===== src/rtl/sdr_port_arbiter_pkg.sv =====
// Shared types and constants for the SDRAM port arbiter.
// The SDR_ARB_RR_EN build macro switches requesters 1..NUM_REQ-1 to round robin.
package sdr_port_arbiter_pkg;

  typedef enum logic [1:0] {
    ARB_IDLE = 2'd0,
    ARB_WAIT = 2'd1,
    ARB_DONE = 2'd2
  } arb_state_t;

  localparam int unsigned SDR_ARB_LOADER_IDX = 0;
  localparam int unsigned SDR_BE_W           = 2;
  localparam logic [SDR_BE_W-1:0] SDR_BE_FULL = 2'b11;

endpackage


===== src/rtl/sdr_port_arbiter_if.sv =====
// SDRAM controller channel: level-held sdr_req with a one-cycle sdr_rdy completion.
interface sdr_port_arbiter_if
  import sdr_port_arbiter_pkg::*;
#(
  parameter int unsigned ADDR_W = 24,
  parameter int unsigned DATA_W = 16
) ();

  logic [ADDR_W-1:0]   sdr_addr;
  logic [DATA_W-1:0]   sdr_data;
  logic [SDR_BE_W-1:0] sdr_be;
  logic                sdr_we;
  logic                sdr_req;
  logic                sdr_rdy;
  logic [DATA_W-1:0]   rd_data;

  modport master (
    output sdr_addr, sdr_data, sdr_be, sdr_we, sdr_req,
    input  sdr_rdy, rd_data
  );

  modport slave (
    input  sdr_addr, sdr_data, sdr_be, sdr_we, sdr_req,
    output sdr_rdy, rd_data
  );

endinterface


===== src/rtl/sdr_arb_pick.sv =====
// Combinational winner select: loader first, then fixed or round-robin order.
// The SDR_ARB_RR_EN macro enables the pointer-based search.
module sdr_arb_pick
  import sdr_port_arbiter_pkg::*;
#(
  parameter int unsigned NUM_REQ = 4
`ifdef SDR_ARB_RR_EN
  , parameter int unsigned IDX_W = $clog2(NUM_REQ)
`endif
) (
  input  logic [NUM_REQ-1:0] elig_i,
`ifdef SDR_ARB_RR_EN
  input  logic [IDX_W-1:0]   ptr_i,
  output logic [IDX_W-1:0]   idx_c,
`endif
  output logic [NUM_REQ-1:0] grant_c,
  output logic               valid_c
);

  // Loader wins outright; otherwise scan from the pointer upward, then wrap from 1.
  always_comb begin
    grant_c = '0;
    valid_c = 1'b0;
`ifdef SDR_ARB_RR_EN
    idx_c   = '0;
`endif
    if (elig_i[SDR_ARB_LOADER_IDX]) begin
      grant_c[SDR_ARB_LOADER_IDX] = 1'b1;
      valid_c = 1'b1;
`ifdef SDR_ARB_RR_EN
      idx_c   = IDX_W'(SDR_ARB_LOADER_IDX);
`endif
    end else begin
`ifdef SDR_ARB_RR_EN
      for (int i = 1; i < NUM_REQ; i++) begin
        if (!valid_c && elig_i[i] && (IDX_W'(i) >= ptr_i)) begin
          grant_c[i] = 1'b1;
          valid_c    = 1'b1;
          idx_c      = IDX_W'(i);
        end
      end
`endif
      for (int i = 1; i < NUM_REQ; i++) begin
        if (!valid_c && elig_i[i]) begin
          grant_c[i] = 1'b1;
          valid_c    = 1'b1;
`ifdef SDR_ARB_RR_EN
          idx_c      = IDX_W'(i);
`endif
        end
      end
    end
  end

endmodule


===== src/rtl/sdr_port_arbiter.sv =====
// Shares one SDRAM controller channel among NUM_REQ requesters (index 0 = ROM loader).
// Define SDR_ARB_RR_EN for round robin among the non-loader requesters.
module sdr_port_arbiter
  import sdr_port_arbiter_pkg::*;
#(
  parameter int unsigned NUM_REQ = 4,
  parameter int unsigned ADDR_W  = 24,
  parameter int unsigned DATA_W  = 16
) (
  input  logic                         sys_clk,
  input  logic                         reset_n,
  input  logic                         loading,
  input  logic [NUM_REQ-1:0]           req,
  input  logic [NUM_REQ-1:0]           req_we,
  input  logic [NUM_REQ*ADDR_W-1:0]    req_addr,
  input  logic [NUM_REQ*DATA_W-1:0]    req_data,
  input  logic [NUM_REQ*SDR_BE_W-1:0]  req_be,
  output logic [NUM_REQ-1:0]           ack,
  output logic [DATA_W-1:0]            rdata,
  output logic                         busy,
  sdr_port_arbiter_if.master           sdr
);

  localparam logic [NUM_REQ-1:0] LOADER_MASK = NUM_REQ'(1) << SDR_ARB_LOADER_IDX;
`ifdef SDR_ARB_RR_EN
  localparam int unsigned IDX_W = $clog2(NUM_REQ);
`endif

  arb_state_t          state_q;
  logic [NUM_REQ-1:0]  gnt_q;
  logic [NUM_REQ-1:0]  ack_q;
  logic [DATA_W-1:0]   rdata_q;
  logic [ADDR_W-1:0]   sdr_addr_q;
  logic [DATA_W-1:0]   sdr_data_q;
  logic [SDR_BE_W-1:0] sdr_be_q;
  logic                sdr_we_q;
  logic                sdr_req_q;
  logic                busy_q;
`ifdef SDR_ARB_RR_EN
  logic [IDX_W-1:0]    ptr_q;
  logic [IDX_W-1:0]    pick_idx_c;
`endif

  logic [NUM_REQ-1:0]  elig_c;
  logic [NUM_REQ-1:0]  pick_grant_c;
  logic                pick_valid_c;
  logic [ADDR_W-1:0]   sel_addr_c;
  logic [DATA_W-1:0]   sel_data_c;
  logic [SDR_BE_W-1:0] sel_be_c;
  logic                sel_we_c;

  assign elig_c = loading ? (req & LOADER_MASK) : req;

  sdr_arb_pick #(
    .NUM_REQ (NUM_REQ)
`ifdef SDR_ARB_RR_EN
    , .IDX_W (IDX_W)
`endif
  ) u_pick (
    .elig_i  (elig_c),
`ifdef SDR_ARB_RR_EN
    .ptr_i   (ptr_q),
    .idx_c   (pick_idx_c),
`endif
    .grant_c (pick_grant_c),
    .valid_c (pick_valid_c)
  );

  // One-hot payload mux from the winning requester's slices.
  always_comb begin
    sel_addr_c = '0;
    sel_data_c = '0;
    sel_be_c   = '0;
    sel_we_c   = 1'b0;
    for (int i = 0; i < NUM_REQ; i++) begin
      if (pick_grant_c[i]) begin
        sel_addr_c = req_addr[i*ADDR_W +: ADDR_W];
        sel_data_c = req_data[i*DATA_W +: DATA_W];
        sel_be_c   = req_be[i*SDR_BE_W +: SDR_BE_W];
        sel_we_c   = req_we[i];
      end
    end
  end

  // Transfer FSM; DONE gives the acked requester one cycle to drop req before re-arbitration.
  always_ff @(posedge sys_clk) begin
    if (!reset_n) begin
      state_q    <= ARB_IDLE;
      gnt_q      <= '0;
      ack_q      <= '0;
      rdata_q    <= '0;
      sdr_addr_q <= '0;
      sdr_data_q <= '0;
      sdr_be_q   <= '0;
      sdr_we_q   <= 1'b0;
      sdr_req_q  <= 1'b0;
      busy_q     <= 1'b0;
`ifdef SDR_ARB_RR_EN
      ptr_q      <= IDX_W'(1);
`endif
    end else begin
      ack_q <= '0;
      case (state_q)
        ARB_IDLE: begin
          if (pick_valid_c) begin
            gnt_q      <= pick_grant_c;
            sdr_addr_q <= sel_addr_c;
            sdr_data_q <= sel_data_c;
            sdr_be_q   <= sel_we_c ? sel_be_c : SDR_BE_FULL;
            sdr_we_q   <= sel_we_c;
            sdr_req_q  <= 1'b1;
            busy_q     <= 1'b1;
            state_q    <= ARB_WAIT;
`ifdef SDR_ARB_RR_EN
            if (pick_idx_c != IDX_W'(SDR_ARB_LOADER_IDX)) begin
              ptr_q <= (pick_idx_c == IDX_W'(NUM_REQ - 1)) ? IDX_W'(1)
                                                            : pick_idx_c + IDX_W'(1);
            end
`endif
          end
        end
        ARB_WAIT: begin
          if (sdr.sdr_rdy) begin
            sdr_req_q <= 1'b0;
            ack_q     <= gnt_q;
            if (!sdr_we_q) rdata_q <= sdr.rd_data;
            state_q   <= ARB_DONE;
          end
        end
        ARB_DONE: begin
          busy_q  <= 1'b0;
          state_q <= ARB_IDLE;
        end
        default: begin
          sdr_req_q <= 1'b0;
          busy_q    <= 1'b0;
          state_q   <= ARB_IDLE;
        end
      endcase
    end
  end

  assign ack          = ack_q;
  assign rdata        = rdata_q;
  assign busy         = busy_q;
  assign sdr.sdr_addr = sdr_addr_q;
  assign sdr.sdr_data = sdr_data_q;
  assign sdr.sdr_be   = sdr_be_q;
  assign sdr.sdr_we   = sdr_we_q;
  assign sdr.sdr_req  = sdr_req_q;

endmodule


===== src/flat_wrapper.sv =====
// flat-port wrapper written by rule: the top's interface ports become plain ports
module sdr_port_arbiter_flat import sdr_port_arbiter_pkg::*;
#(
  parameter int unsigned NUM_REQ = 4,
  parameter int unsigned ADDR_W  = 24,
  parameter int unsigned DATA_W  = 16
)
  (sys_clk, reset_n, loading, req, req_we, req_addr, req_data, req_be, ack, rdata, busy, sdr_sdr_addr, sdr_sdr_data, sdr_sdr_be, sdr_sdr_we, sdr_sdr_req, sdr_sdr_rdy, sdr_rd_data);
  sdr_port_arbiter_if #(.ADDR_W(ADDR_W), .DATA_W(DATA_W)) sdr_i ();
  input  logic sys_clk;
  input  logic reset_n;
  input  logic loading;
  input  logic [NUM_REQ-1:0] req;
  input  logic [NUM_REQ-1:0] req_we;
  input  logic [NUM_REQ*ADDR_W-1:0] req_addr;
  input  logic [NUM_REQ*DATA_W-1:0] req_data;
  input  logic [NUM_REQ*SDR_BE_W-1:0] req_be;
  output logic [NUM_REQ-1:0] ack;
  output logic [DATA_W-1:0] rdata;
  output logic busy;
  output wire logic [$bits(sdr_i.sdr_addr)-1:0] sdr_sdr_addr;
  output wire logic [$bits(sdr_i.sdr_data)-1:0] sdr_sdr_data;
  output wire logic [$bits(sdr_i.sdr_be)-1:0] sdr_sdr_be;
  output wire logic [$bits(sdr_i.sdr_we)-1:0] sdr_sdr_we;
  output wire logic [$bits(sdr_i.sdr_req)-1:0] sdr_sdr_req;
  input wire logic [$bits(sdr_i.sdr_rdy)-1:0] sdr_sdr_rdy;
  input wire logic [$bits(sdr_i.rd_data)-1:0] sdr_rd_data;
  assign sdr_sdr_addr = sdr_i.sdr_addr;
  assign sdr_sdr_data = sdr_i.sdr_data;
  assign sdr_sdr_be = sdr_i.sdr_be;
  assign sdr_sdr_we = sdr_i.sdr_we;
  assign sdr_sdr_req = sdr_i.sdr_req;
  assign sdr_i.sdr_rdy = sdr_sdr_rdy;
  assign sdr_i.rd_data = sdr_rd_data;
  sdr_port_arbiter #(.NUM_REQ(NUM_REQ), .ADDR_W(ADDR_W), .DATA_W(DATA_W)) u_core (.sys_clk(sys_clk), .reset_n(reset_n), .loading(loading), .req(req), .req_we(req_we), .req_addr(req_addr), .req_data(req_data), .req_be(req_be), .ack(ack), .rdata(rdata), .busy(busy), .sdr(sdr_i));
endmodule

===== config.mk =====
export PLATFORM = sky130hd
export DESIGN_NAME = sdr_port_arbiter_flat
export DESIGN_NICKNAME = d
export VERILOG_FILES = /design/src/rtl/sdr_port_arbiter_pkg.sv /design/src/rtl/sdr_port_arbiter_if.sv /design/src/rtl/sdr_arb_pick.sv /design/src/rtl/sdr_port_arbiter.sv /design/src/flat_wrapper.sv
export SDC_FILE = /design/constraint.sdc
export NUM_CORES = 1
export LEC_CHECK = 0
export ABC_AREA = 1
export CAP_MARGIN = 20
export CORE_ASPECT_RATIO = 1.4
export CORE_MARGIN = 3
export CORE_UTILIZATION = 36
export DETAILED_ROUTE_END_ITERATION = 8
export PLACE_DENSITY_LB_ADDON = 0.12
export SLEW_MARGIN = 5
export SYNTH_ARGS = -nofsm -noshare
export SYNTH_HDL_FRONTEND = slang
export SYNTH_HIERARCHICAL = 1
export SYNTH_SLANG_ARGS = --single-unit

===== constraint.sdc =====
create_clock -name sys_clk -period 1.9 [get_ports sys_clk]
set_input_delay 0.19 -clock sys_clk [delete_from_list [all_inputs] [get_ports sys_clk]]
set_output_delay 0.19 -clock sys_clk [all_outputs]
set_load 0.05 [all_outputs]

==> results by group <==
Status
  – Outcome: finished, final reports clean

Power
  – Switch Pwr: 0.00169 W
  – Leak Pwr: 3.19 nW
  – Worst VDD drop: 0.740 mV
  – Sequential share of power: 31.1%
  – Clk network pwr share: 36.2%
  – Switching Fraction: 31.1%
  – Combinational share of power: 32.7%
  – P_int: 0.00373 W
  – PwrDens: 751 nW/um2

Synth
  – Post-synth top area cell: dfxtp_1
  – Post-synth EDFFs: 0
  – Ys async rst share: 0%
  – Mapped Nets: 887
  – Synth cell types: 17
  – Post-Synthesis Cells: 691
  – Flop and latch count out of synthesis: 71
  – Synth Cell Area: 3950 um2
  – Post-synth top flop: dfxtp_1
  – Count leader, synth: nand2_1
  – Synth top cells by count: nand2_1 (256), nor2_1 (133), a21oi_1 (94)
  – Largest cells by area after synthesis: dfxtp_1 (36%), nand2_1 (24%), nor2_1 (13%), a21oi_1 (12%), inv_1 (5.8%)
  – Seq/Total Area, Yosys: 36.0%
  – Post-synth top area share: 36.0%
  – Mean Syn Cell Area: 5.71 um2
  – Syn. warnings: 6

Die
  – Row count: 44
  – Initial Util: 37.5%
  – I/O pin count: 261
  – Placeable Area: 10500 um2
  – Die Wd: 94.5 um
  – Die Area: 12300 um2
  – Die Y: 130 um

Min path
  – Path category of the worst min-delay check: reg2reg

Timing
  – Setup ws final: 0.195 ns
  – Setup TNS: 0 ns
  – Slew headroom: 62.0%
  – Final setup fails: 0
  – Layout Skew: 0.00496 ns
  – Min Tclk post-route: 1.71 ns
  – Max Slew Vio Count: 0
  – RSZ-0062 raised after global routing: false
  – Worst Tran Pin Value: 0.568 ns
  – Period Utilization, post-route: 89.7%
  – Fin. Hold Viols: 0
  – Achievable frequency: 586 MHz

Finish
  – Antenna cells: 0
  – Share of layout cells above drive strength 1: 5.36%
  – Final core occ: 68.6%
  – Nets@finish: 1143
  – Area of the multi-input gates: 2130 um2
  – Register Area: 1420 um2
  – Fill cell count: 943
  – Area Overhead vs Synth: 82.6%

Critical path
  – Worst Path Arrival: 1.52 ns
  – Crit path buffers/inverters: 1
  – CP top delay family: buffers and inverters
  – WS Path Type: reg2out
  – Critical path's slowest cell: clkdlybuf4s50_1
  – Startpoint Class: register
  – CP max stage delay: 0.83 ns
  – CP cell instances: clkdlybuf4s50_1
  – CP Data Required Time: 1.71 ns
  – Setup crit end kind: output pin
  – CP max FO: 3

Detailed routing
  – Drt pass-1 iters: 4
  – Routed len/inst: 14.6 um
  – Routed wire length: 15.9 mm
  – DRC: 0
  – Vias: 5089
  – DR iter-0 viols: 229
  – Routed Antenna Nets: 0
  – Routed vias/inst: 4.67

Clocking
  – CTS H-Tree Depth: 3
  – CTS tree: yes
  – Clock Latency Late Sink: 0.33 ns
  – Clock Sinks: 71
  – Clock buffer count from CTS: 9
  – Clk root buf: clkbuf_16
  – Clock Pin Slew Worst Setup and Hold Paths: 0.06 ns
  – Hold Buf Count CTS: 0
  – CTS max path bufs: 2
  – Postcts setup bufs: 0

Global routing
  – Overall Global Routing Usage: 25.0%
  – Met3 usage: 7.27%
  – Grt met2 use: 47.9%
  – Maximum number of pins on one net before global-route repair: 40
  – GRT overflow: 0
  – Routing usage on met1: 25.3%
  – Initial antenna violation count: 0
  – First-pass GRT wire length: 24.0 mm
  – Vias in the first global route: 5046
  – Most Used Layer, Global Route: met2

Flow run
  – Max Cap Viol: 0

Placed design
  – Dpl hpwl: 12.0 mm
  – PortBufs: 260
  – Gpl congestion: 0.852
  – Worst slack at placement: -0.156 ns
## power by group through the flow
stage	Sequential [W]	Combinational (W)	Clock (W)
2_1_floorplan	0.00211	0.000512	0
3_3_place_gp	0.00171	0.00175	0
3_5_place_dp	0.00171	0.00177	0
4_1_cts	0.00168	0.00178	0.00200
5_1_grt	0.00170	0.00191	0.00204
6_report	0.00168	0.00177	0.00196
## stage by stage
stage | hold WS, ns | total power (W) | area, um2 | instances
2_1_floorplan | 0.328 | 0.00262 | 3950 | 691
4_1_cts | 0.445 | 0.00546 | 7200 | 1090
5_1_grt | 0.452 | 0.00565 | 7210 | 1090
3_3_place_gp | 0.425 | 0.00346 | 6860 | 1074
3_5_place_dp | 0.432 | 0.00349 | 6860 | 1074
6_report | 0.441 | 0.00542 | 7210 | 1090
## metal layers
layer	share of wire [%]	routed length (um)	up-vias
li1	-	-	2614
met1	37	5890	2267
met2	52	8240	190
met3	8.9	1410	18
met4	2.0	322	0
met5	0	0	-
## sequential cells by signal, indices dropped and copies added, names as in the netlist, 2 cells and up
name and flops:
u_core/gnt_q 4, u_core/sdr.sdr_be 2, u_core/ack 4, u_core/rdata 16, u_core/sdr.sdr_addr 24, u_core/sdr.sdr_data 16, u_core/state_q 2
## what timing repair did
item,in CTS,in global routing
resized for setup,0,2
endpoints found under the setup margin,0,3
hold endpoints to repair,0,0
## worst min-delay path: cells and delay by family (launching register included)
| family | cells | cell delay (ns) |
|---|---|---|
| buffers and inverters | 1 | 0.06 |
| flip-flops | 1 | 0.30 |
| AND/OR/NAND/NOR | 1 | 0.04 |
## worst paths after layout
| check | slack, ns | endpoint | cells after the start | start |
|---|---|---|---|---|
| hold reg to reg | 0.44 | u_core/ack[2] | 2 | u_core/gnt_q[2] |
| setup / recovery | 0.19 | sdr_sdr_we | 1 | u_core/sdr.sdr_we |
| setup reg to reg | 0.38 | u_core/rdata[4] | 6 | u_core/state_q[0] |
| hold / removal | 0.44 | u_core/ack[2] | 2 | u_core/gnt_q[2] |
## layout by cell type (no fill, tap or decap)
master and instances:
nand3_1 5, o21ai_0 22, buf_4 16, clkinv_1 1
nand3_2 1, nand2_1 256, clkbuf_8 1, dfxtp_1 71
buf_6 1, buf_12 8, inv_1 61, inv_2 2
clkinvlp_4 1, clkdlybuf4s50_1 260, a21oi_1 94, nor2_4 4
clkinv_2 2, bufinv_16 3, nor2_2 2, nand2_2 1
clkbuf_16 9, nor3_1 2, nor2_1 129
## kinds of logic after synthesis
| kind of cell | Yosys count | synth area share [%] |
|---|---|---|
| simple gates | 400 | 38.6 |
| compound gates | 116 | 14.7 |
| buf+inv | 104 | 10.7 |
| flops | 71 | 36.0 |
## final cells by class
| class | count | area share (%) |
|---|---|---|
| sequential | 71 | 19.7 |
| clock buffer | 10 | 3.31 |
| tap | 138 | 2.40 |
| clock inverter | 6 | 1.49 |
| inverter | 64 | 3.33 |
| multi-input combinational | 516 | 29.6 |
| timing repair buffer | 285 | 40.1 |
No activity file was read; power rests on OpenSTA's default activity.
